[src/rtl/qpsk_rx_controller_if.sv]
// Byte stream handshake from the QPSK receive sequencer to framing.
// master drives data/valid, slave returns ready.
interface qpsk_rx_controller_if;
    logic [7:0] byte_data;
    logic       byte_valid;
    logic       byte_ready;

    modport master (
        output byte_data,
        output byte_valid,
        input  byte_ready
    );

    modport slave (
        input  byte_data,
        input  byte_valid,
        output byte_ready
    );
endinterface

[src/rtl/qpsk_rx_controller.sv]
// QPSK receive sequencer: lock wait, symbol decimation, sync hunt, byte pack.
// Define QPSK_RX_CRC_EN to add the CRC-8 frame check and crc_ok output.
module qpsk_rx_controller #(
    parameter int unsigned SPS           = 16,
    parameter logic [15:0] SYNC_WORD     = 16'hE41B,
    parameter int unsigned PAYLOAD_BYTES = 64,
    parameter int unsigned LOCK_TIMEOUT  = 65535
) (
    input  logic                        clk,
    input  logic                        reset,
    input  logic                        enable,
    input  logic [31:0]                 fcw_cfg,
    output logic [31:0]                 fcw_out,
    input  logic                        demod_locked,
    input  logic [1:0]                  demod_symbol,
    input  logic                        demod_symbol_valid,
    qpsk_rx_controller_if.master        byte_if,
    output logic                        frame_start,
    output logic                        frame_done,
    output logic                        rx_error,
`ifdef QPSK_RX_CRC_EN
    output logic                        crc_ok,
`endif
    output logic [2:0]                  state
);

    localparam logic [2:0] IDLE      = 3'd0;
    localparam logic [2:0] WAIT_LOCK = 3'd1;
    localparam logic [2:0] HUNT      = 3'd2;
    localparam logic [2:0] RECEIVE   = 3'd3;
    localparam logic [2:0] DRAIN     = 3'd4;

    localparam int PW = (SPS > 1) ? $clog2(SPS) : 1;
    localparam int TW = $clog2(LOCK_TIMEOUT + 1);

    localparam logic [PW-1:0] TAKE_PH   = PW'(SPS / 2 - 1);
    localparam logic [TW-1:0] TO_LAST   = TW'(LOCK_TIMEOUT - 1);
    localparam logic [7:0]    LAST_BYTE = 8'(PAYLOAD_BYTES - 1);

    logic [2:0]    state_q, state_d;
    logic [31:0]   fcw_q, fcw_d;
    logic [TW-1:0] cnt_q, cnt_d;
    logic [PW-1:0] phase_q, phase_d;
    // Only the last 7 symbols need keeping; the 8th is the incoming one.
    logic [13:0]   sync_q, sync_d;
    logic [15:0]   sync_sh;
    logic [2:0]    nsym_q, nsym_d;
    logic [1:0]    sym_q, sym_d;
    logic [5:0]    part_q, part_d;
    logic [7:0]    bcnt_q, bcnt_d;
    logic [7:0]    bdata_q, bdata_d;
    logic [7:0]    new_byte;
    logic          bvalid_q, bvalid_d;
    logic          fs_q, fs_d;
    logic          fd_q, fd_d;
    logic          err_q, err_d;
    logic          take;
    logic          lost;

`ifdef QPSK_RX_CRC_EN
    logic [7:0] crc_q, crc_d;
    logic       crc_ok_q, crc_ok_d;

    function automatic logic [7:0] crc8_byte(
        input logic [7:0] crc,
        input logic [7:0] data
    );
        logic [7:0] c;
        c = crc ^ data;
        for (int i = 0; i < 8; i++) begin
            c = c[7] ? ((c << 1) ^ 8'h07) : (c << 1);
        end
        return c;
    endfunction
`endif

    always_comb begin
        state_d  = state_q;
        fcw_d    = fcw_q;
        cnt_d    = cnt_q;
        phase_d  = phase_q;
        sync_d   = sync_q;
        nsym_d   = nsym_q;
        sym_d    = sym_q;
        part_d   = part_q;
        bcnt_d   = bcnt_q;
        bdata_d  = bdata_q;
        bvalid_d = bvalid_q;
        fs_d     = 1'b0;
        fd_d     = 1'b0;
        err_d    = 1'b0;
`ifdef QPSK_RX_CRC_EN
        crc_d    = crc_q;
        crc_ok_d = 1'b0;
`endif
        take     = demod_symbol_valid && (phase_q == TAKE_PH);
        sync_sh  = {sync_q, demod_symbol};
        new_byte = {part_q, demod_symbol};
        lost     = !demod_locked &&
                   (state_q == HUNT || state_q == RECEIVE ||
                    state_q == DRAIN);

        if (demod_symbol_valid) phase_d = phase_q + 1'b1;
        if (bvalid_q && byte_if.byte_ready) bvalid_d = 1'b0;

        if (!enable) begin
            state_d = IDLE;
            cnt_d   = '0;
            phase_d = '0;
            sync_d  = '0;
            nsym_d  = '0;
            sym_d   = '0;
            part_d  = '0;
            bcnt_d  = '0;
        end else if (lost) begin
            state_d = WAIT_LOCK;
            err_d   = 1'b1;
            cnt_d   = '0;
            sym_d   = '0;
            part_d  = '0;
            bcnt_d  = '0;
        end else begin
            case (state_q)
                IDLE: begin
                    state_d = WAIT_LOCK;
                    fcw_d   = fcw_cfg;
                    cnt_d   = '0;
                end
                WAIT_LOCK: begin
                    if (demod_locked) begin
                        state_d = HUNT;
                        cnt_d   = '0;
                        phase_d = '0;
                        sync_d  = '0;
                        nsym_d  = '0;
                    end else if (cnt_q == TO_LAST) begin
                        err_d = 1'b1;
                        cnt_d = '0;
                    end else begin
                        cnt_d = cnt_q + 1'b1;
                    end
                end
                HUNT: begin
                    if (take) begin
                        sync_d = sync_sh[13:0];
                        if (nsym_q != 3'd7) nsym_d = nsym_q + 1'b1;
                        if (sync_sh == SYNC_WORD && nsym_q == 3'd7) begin
                            state_d = RECEIVE;
                            fs_d    = 1'b1;
                            sym_d   = '0;
                            part_d  = '0;
                            bcnt_d  = '0;
`ifdef QPSK_RX_CRC_EN
                            crc_d   = '0;
`endif
                        end
                    end
                end
                RECEIVE: begin
                    if (take) begin
                        part_d = {part_q[3:0], demod_symbol};
                        sym_d  = sym_q + 1'b1;
                        if (sym_q == 2'd3) begin
                            part_d = '0;
                            // Held byte not taken this cycle: drop the new one.
                            if (bvalid_q && !byte_if.byte_ready) begin
                                err_d = 1'b1;
                            end else begin
                                bdata_d  = new_byte;
                                bvalid_d = 1'b1;
                            end
`ifdef QPSK_RX_CRC_EN
                            crc_d = crc8_byte(crc_q, new_byte);
`endif
                            if (bcnt_q == LAST_BYTE) begin
                                bcnt_d  = '0;
                                state_d = DRAIN;
                            end else begin
                                bcnt_d = bcnt_q + 1'b1;
                            end
                        end
                    end
                end
                DRAIN: begin
                    if (!bvalid_q) begin
                        fd_d    = 1'b1;
                        state_d = HUNT;
                        phase_d = '0;
                        sync_d  = '0;
                        nsym_d  = '0;
`ifdef QPSK_RX_CRC_EN
                        crc_ok_d = (crc_q == 8'h00);
                        if (crc_q != 8'h00) err_d = 1'b1;
`endif
                    end
                end
                default: state_d = IDLE;
            endcase
        end
    end

    always_ff @(posedge clk or negedge reset) begin
        if (!reset) begin
            state_q  <= IDLE;
            fcw_q    <= '0;
            cnt_q    <= '0;
            phase_q  <= '0;
            sync_q   <= '0;
            nsym_q   <= '0;
            sym_q    <= '0;
            part_q   <= '0;
            bcnt_q   <= '0;
            bdata_q  <= '0;
            bvalid_q <= 1'b0;
            fs_q     <= 1'b0;
            fd_q     <= 1'b0;
            err_q    <= 1'b0;
`ifdef QPSK_RX_CRC_EN
            crc_q    <= '0;
            crc_ok_q <= 1'b0;
`endif
        end else begin
            state_q  <= state_d;
            fcw_q    <= fcw_d;
            cnt_q    <= cnt_d;
            phase_q  <= phase_d;
            sync_q   <= sync_d;
            nsym_q   <= nsym_d;
            sym_q    <= sym_d;
            part_q   <= part_d;
            bcnt_q   <= bcnt_d;
            bdata_q  <= bdata_d;
            bvalid_q <= bvalid_d;
            fs_q     <= fs_d;
            fd_q     <= fd_d;
            err_q    <= err_d;
`ifdef QPSK_RX_CRC_EN
            crc_q    <= crc_d;
            crc_ok_q <= crc_ok_d;
`endif
        end
    end

    assign fcw_out            = fcw_q;
    assign byte_if.byte_data  = bdata_q;
    assign byte_if.byte_valid = bvalid_q;
    assign frame_start        = fs_q;
    assign frame_done         = fd_q;
    assign rx_error           = err_q;
    assign state              = state_q;
`ifdef QPSK_RX_CRC_EN
    assign crc_ok             = crc_ok_q;
`endif

endmodule

[src/flat_wrapper.sv]
// flat-port wrapper written by rule: the top's interface ports become plain ports
module qpsk_rx_controller_flat 
#(
    parameter int unsigned SPS           = 16,
    parameter logic [15:0] SYNC_WORD     = 16'hE41B,
    parameter int unsigned PAYLOAD_BYTES = 64,
    parameter int unsigned LOCK_TIMEOUT  = 65535
)
  (clk, reset, enable, fcw_cfg, fcw_out, demod_locked, demod_symbol, demod_symbol_valid, frame_start, frame_done, rx_error, state, byte_if_byte_data, byte_if_byte_valid, byte_if_byte_ready);
  qpsk_rx_controller_if byte_if_i ();
  input  logic clk;
  input  logic reset;
  input  logic enable;
  input  logic [31:0] fcw_cfg;
  output logic [31:0] fcw_out;
  input  logic demod_locked;
  input  logic [1:0] demod_symbol;
  input  logic demod_symbol_valid;
  output logic frame_start;
  output logic frame_done;
  output logic rx_error;
  output logic [2:0] state;
  output wire logic [$bits(byte_if_i.byte_data)-1:0] byte_if_byte_data;
  output wire logic [$bits(byte_if_i.byte_valid)-1:0] byte_if_byte_valid;
  input wire logic [$bits(byte_if_i.byte_ready)-1:0] byte_if_byte_ready;
  assign byte_if_byte_data = byte_if_i.byte_data;
  assign byte_if_byte_valid = byte_if_i.byte_valid;
  assign byte_if_i.byte_ready = byte_if_byte_ready;
  qpsk_rx_controller #(.SPS(SPS), .SYNC_WORD(SYNC_WORD), .PAYLOAD_BYTES(PAYLOAD_BYTES), .LOCK_TIMEOUT(LOCK_TIMEOUT)) u_core (.clk(clk), .reset(reset), .enable(enable), .fcw_cfg(fcw_cfg), .fcw_out(fcw_out), .demod_locked(demod_locked), .demod_symbol(demod_symbol), .demod_symbol_valid(demod_symbol_valid), .byte_if(byte_if_i), .frame_start(frame_start), .frame_done(frame_done), .rx_error(rx_error), .state(state));
endmodule
[config.mk]
export PLATFORM = sky130hd
export DESIGN_NAME = qpsk_rx_controller_flat
export DESIGN_NICKNAME = d
export VERILOG_FILES = /design/src/rtl/qpsk_rx_controller_if.sv /design/src/rtl/qpsk_rx_controller.sv /design/src/flat_wrapper.sv
export SDC_FILE = /design/constraint.sdc
export NUM_CORES = 1
export LEC_CHECK = 0
export ABC_AREA = 0
export CAP_MARGIN = 10
export CORE_UTILIZATION = 55
export CTS_CLUSTER_SIZE = 12
export DETAILED_ROUTE_END_ITERATION = 12
export GPL_TIMING_DRIVEN = 0
export PLACE_DENSITY_LB_ADDON = 0.25
export SYNTH_ARGS = -nofsm -noshare
export SYNTH_HDL_FRONTEND = slang
export SYNTH_SLANG_ARGS = --single-unit
export TNS_END_PERCENT = 5
[constraint.sdc]
create_clock -name clk -period 5.68 [get_ports clk]
set_clock_uncertainty 0.2 [all_clocks]
set_input_delay 1.136 -clock clk [delete_from_list [all_inputs] [get_ports clk]]
set_output_delay 1.136 -clock clk [all_outputs]
set_load 0.05 [all_outputs]
==> flow_metrics.py <==
metrics = {
    "global_routing": {
        "grt_antenna_before_repair": 0,
        "grt_pass1_wl_um": 16700,
        "grt_pass1_vias": 3619,
        "globalRouteOverflowTotal": 0,
        "grt_max_degree": 53,
        "globalRouteTotalUtil_pct": 24.5,
    },
    "yosys": {
        "syn_avg_cell_area_um2": 11.1,
        "ys.flop_type": "dfrtp_1",
        "synthCells": 421,
        "synth_edf_count": 0,
        "yosysSeqAreaShare_pct": 53.7,
        "syn_nets": 468,
        "yosysWarningCount": 0,
        "yosys_register_bits": 100,
        "async_flop_share_pct": 100,
        "synth_cell_types": 52,
        "synth_area_um2": 4660,
    },
    "route": {
        "num_vias": 3591,
        "drt_wl_total_um": 10100,
        "viasPerCell": 5.72,
        "ant_nets": 0,
        "first_pass_iters": 4,
        "route.detailed.drc": 0,
        "drtIter0Drc": 177,
        "routedWlPerCell_um": 16.1,
    },
    "timing": {
        "fmax_ghz": 0.279,
        "hold_viol_final": 0,
        "relSlewSlack_pct": 33.3,
        "min_period_ps": 3590,
        "period_share_pct": 63.2,
        "finalSetupViolations": 0,
        "tightest_slew_ps": 986,
        "maxSlewViolCount": 0,
        "rsz0062_at_grt": "false",
    },
    "critical_path": {
        "cp.arrival_ps": 3640,
        "cp_num_cells": 5,
        "worstPathRequired_ps": 5730,
        "critPathTopFamily": "buffers and inverters",
        "path_buf_inv": 3,
        "path_class": "input port to register",
        "critPathSlowestCell": "nor4b_1",
        "critPathCaptureType": "register",
        "cp-start-kind": "input port",
        "reg2reg_depth": 5,
        "cp_max_fo": 10,
        "max_stage_delay_ps": 850,
        "path_cells": "clkdlybuf4s50_1, clkbuf_1, nor4b_1, buf_2, mux2_2",
    },
    "cts": {
        "clk_pin_slew_ps": 90,
        "numCtsBuffers": 9,
        "cts_resized": 0,
        "cts_tree": "done",
        "clockRootBuffer": "clkbuf_8",
        "clkSinkCount": 100,
        "post_cts_buffers": 0,
        "h-tree-depth": 3,
        "insertion_delay_ps": 360,
        "clockBufferDepth": 2,
        "cts_hold_buf": 0,
    },
    "placement": {
        "place_congestion": 0.812,
        "numPortBuffers": 85,
        "place_area_um2": 5670,
        "hpwl_um": 7070,
        "dp_cells": 612,
    },
    "hold_path": {
        "whs_path_depth": 2,
        "hold_path.class": "register to register",
    },
    "floorplan": {
        "start_util_pct": 56.7,
        "ios": 87,
        "row_count": 33,
        "chipHeight_um": 94.1,
        "core-area_um2": 8220,
        "dieWidth_um": 94.1,
        "dieArea_um2": 8850,
    },
    "power": {
        "vdd_drop_max_mv": 0.389,
        "p_leak_uw": 0.00256,
        "p_total_uw": 2560,
        "powerDensity_nw_per_um2": 437,
    },
    "flow_run": {
        "cap_violations": 0,
    },
    "run_status": {
        "status": "finished, final reports clean",
    },
    "finish": {
        "num_antenna_cells": 0,
        "areaGrowthSynthToFinish_pct": 25.7,
        "drive_gt1_share_pct": 14.5,
        "finalInstanceArea_um2": 5860,
        "nets": 565,
        "stdcell_count": 628,
    },
}
-- through the flow --
step	worst slack (ps)	TNS (ps)	utilization (%)	hold WS, ps
after floorplan	2700	0	-	242
after global placement	-448	-44360	68.7	264
after detailed placement	1690	0	69.0	277
after CTS	2030	0	71.3	301
after global routing	1920	0	71.3	331
final	2090	0	71.3	302
-- area by class of cell --
class / instances / area (µm²)
clock buffer: 10 / 128
buffer: 22 / 98.8
tap: 105 / 131
timing repair buffer: 86 / 876
fill: 604 / 2360
inverter: 12 / 45.0
sequential: 100 / 2500
multi-input combinational: 287 / 2010
clock inverter: 6 / 63.8
-- flip-flops by register name, summed over array words and instances, names as in the netlist --
register                   flops
u_core.bcnt_q                  8
u_core.byte_if.byte_data       8
u_core.byte_if.byte_valid      1
u_core.cnt_q                  16
u_core.fcw_out                32
u_core.frame_done              1
u_core.frame_start             1
u_core.nsym_q                  3
u_core.part_q                  6
u_core.phase_q                 4
u_core.rx_error                1
u_core.state                   3
u_core.sym_q                   2
u_core.sync_q                 14
-- routing by layer --
layer | up-vias | wire [µm] | GRT usage, %
met2 | 103 | 4790 | 39.5
met4 | 0 | 124 | 7.56
met1 | 1780 | 4420 | 31.0
met3 | 11 | 760 | 8.33
li1 | 1697 | - | -
met5 | - | 0 | 0
-- report_power, final --
group	internal (µW)	total, µW	switching (µW)
clock network	204	449	245
registers	845	930	84.5
logic	437	1180	743
-- cells in the mapped netlist, drive strengths merged, types with 4 or more instances --
| cell type | instances | share of area (%) |
|---|---|---|
| a21o | 6 | 0.97 |
| a21oi | 6 | 0.72 |
| a22o | 4 | 0.75 |
| and3 | 7 | 0.94 |
| and4 | 4 | 0.75 |
| buf | 9 | 1.1 |
| clkbuf | 13 | 1.0 |
| dfrtp | 100 | 54 |
| ha | 7 | 1.9 |
| inv | 12 | 0.97 |
| mux2 | 43 | 10 |
| mux2i | 9 | 1.9 |
| nand2 | 48 | 3.9 |
| nand2b | 4 | 0.54 |
| nand3 | 13 | 1.4 |
| nand3b | 5 | 0.81 |
| nand4 | 8 | 1.1 |
| nor2 | 25 | 2.0 |
| nor3 | 12 | 1.6 |
| o21a | 4 | 0.64 |
| o21ai | 25 | 2.7 |
| o31ai | 4 | 0.64 |
| o41ai | 4 | 0.75 |
| xnor2 | 4 | 0.75 |
| xor2 | 8 | 1.5 |
-- kinds of logic (layout without fill, tap and decap cells) --
family / count (synthesis) / after routing / share of synthesized area (%)
XOR/XNOR: 12 / 12 / 2.26
adder cells (fa/ha/maj): 7 / 7 / 1.88
AO/OA/AOI/OAI: 66 / 66 / 9.64
buffers and inverters: 34 / 136 / 3.09
multiplexers: 52 / 52 / 12.3
flip-flops: 100 / 100 / 53.7
AND/OR/NAND/NOR: 150 / 150 / 17.1
-- cell usage in the layout, fill, tap and decap left out, types with 5 or more instances in the layout --
cell type	count
a21o_1	6
buf_2	7
a21oi_1	5
dfrtp_1	100
nor3_1	10
mux2i_1	9
mux2_2	43
nand2_1	48
and3_1	7
inv_1	12
clkbuf_8	9
clkdlybuf4s50_1	84
nor2_1	25
o21ai_0	25
nand3b_1	5
nand4_1	8
xor2_1	8
nand3_1	13
ha_1	7
clkbuf_1	14
-- tightest hold or removal path, stage by stage (launching register included) --
cell,delay [ps]
dfrtp_1,350
nand2_1,50
o21ai_0,70
-- final timing paths --
path | to | start | slack [ps]
worst max-delay path | u_core.fcw_out[12] | enable | 2090
max in group asynchronous | u_core.fcw_out[25] | reset | 4010
worst min-delay path | u_core.sync_q[12] | u_core.sync_q[12] | 300
min in group asynchronous | u_core.phase_q[1] | reset | 590
worst min register to register | u_core.sync_q[12] | u_core.sync_q[12] | 300
worst max register to register | u_core.byte_if.byte_data[3] | u_core.state[0] | 2910
Note: power is estimated with default switching activity, not from simulation.
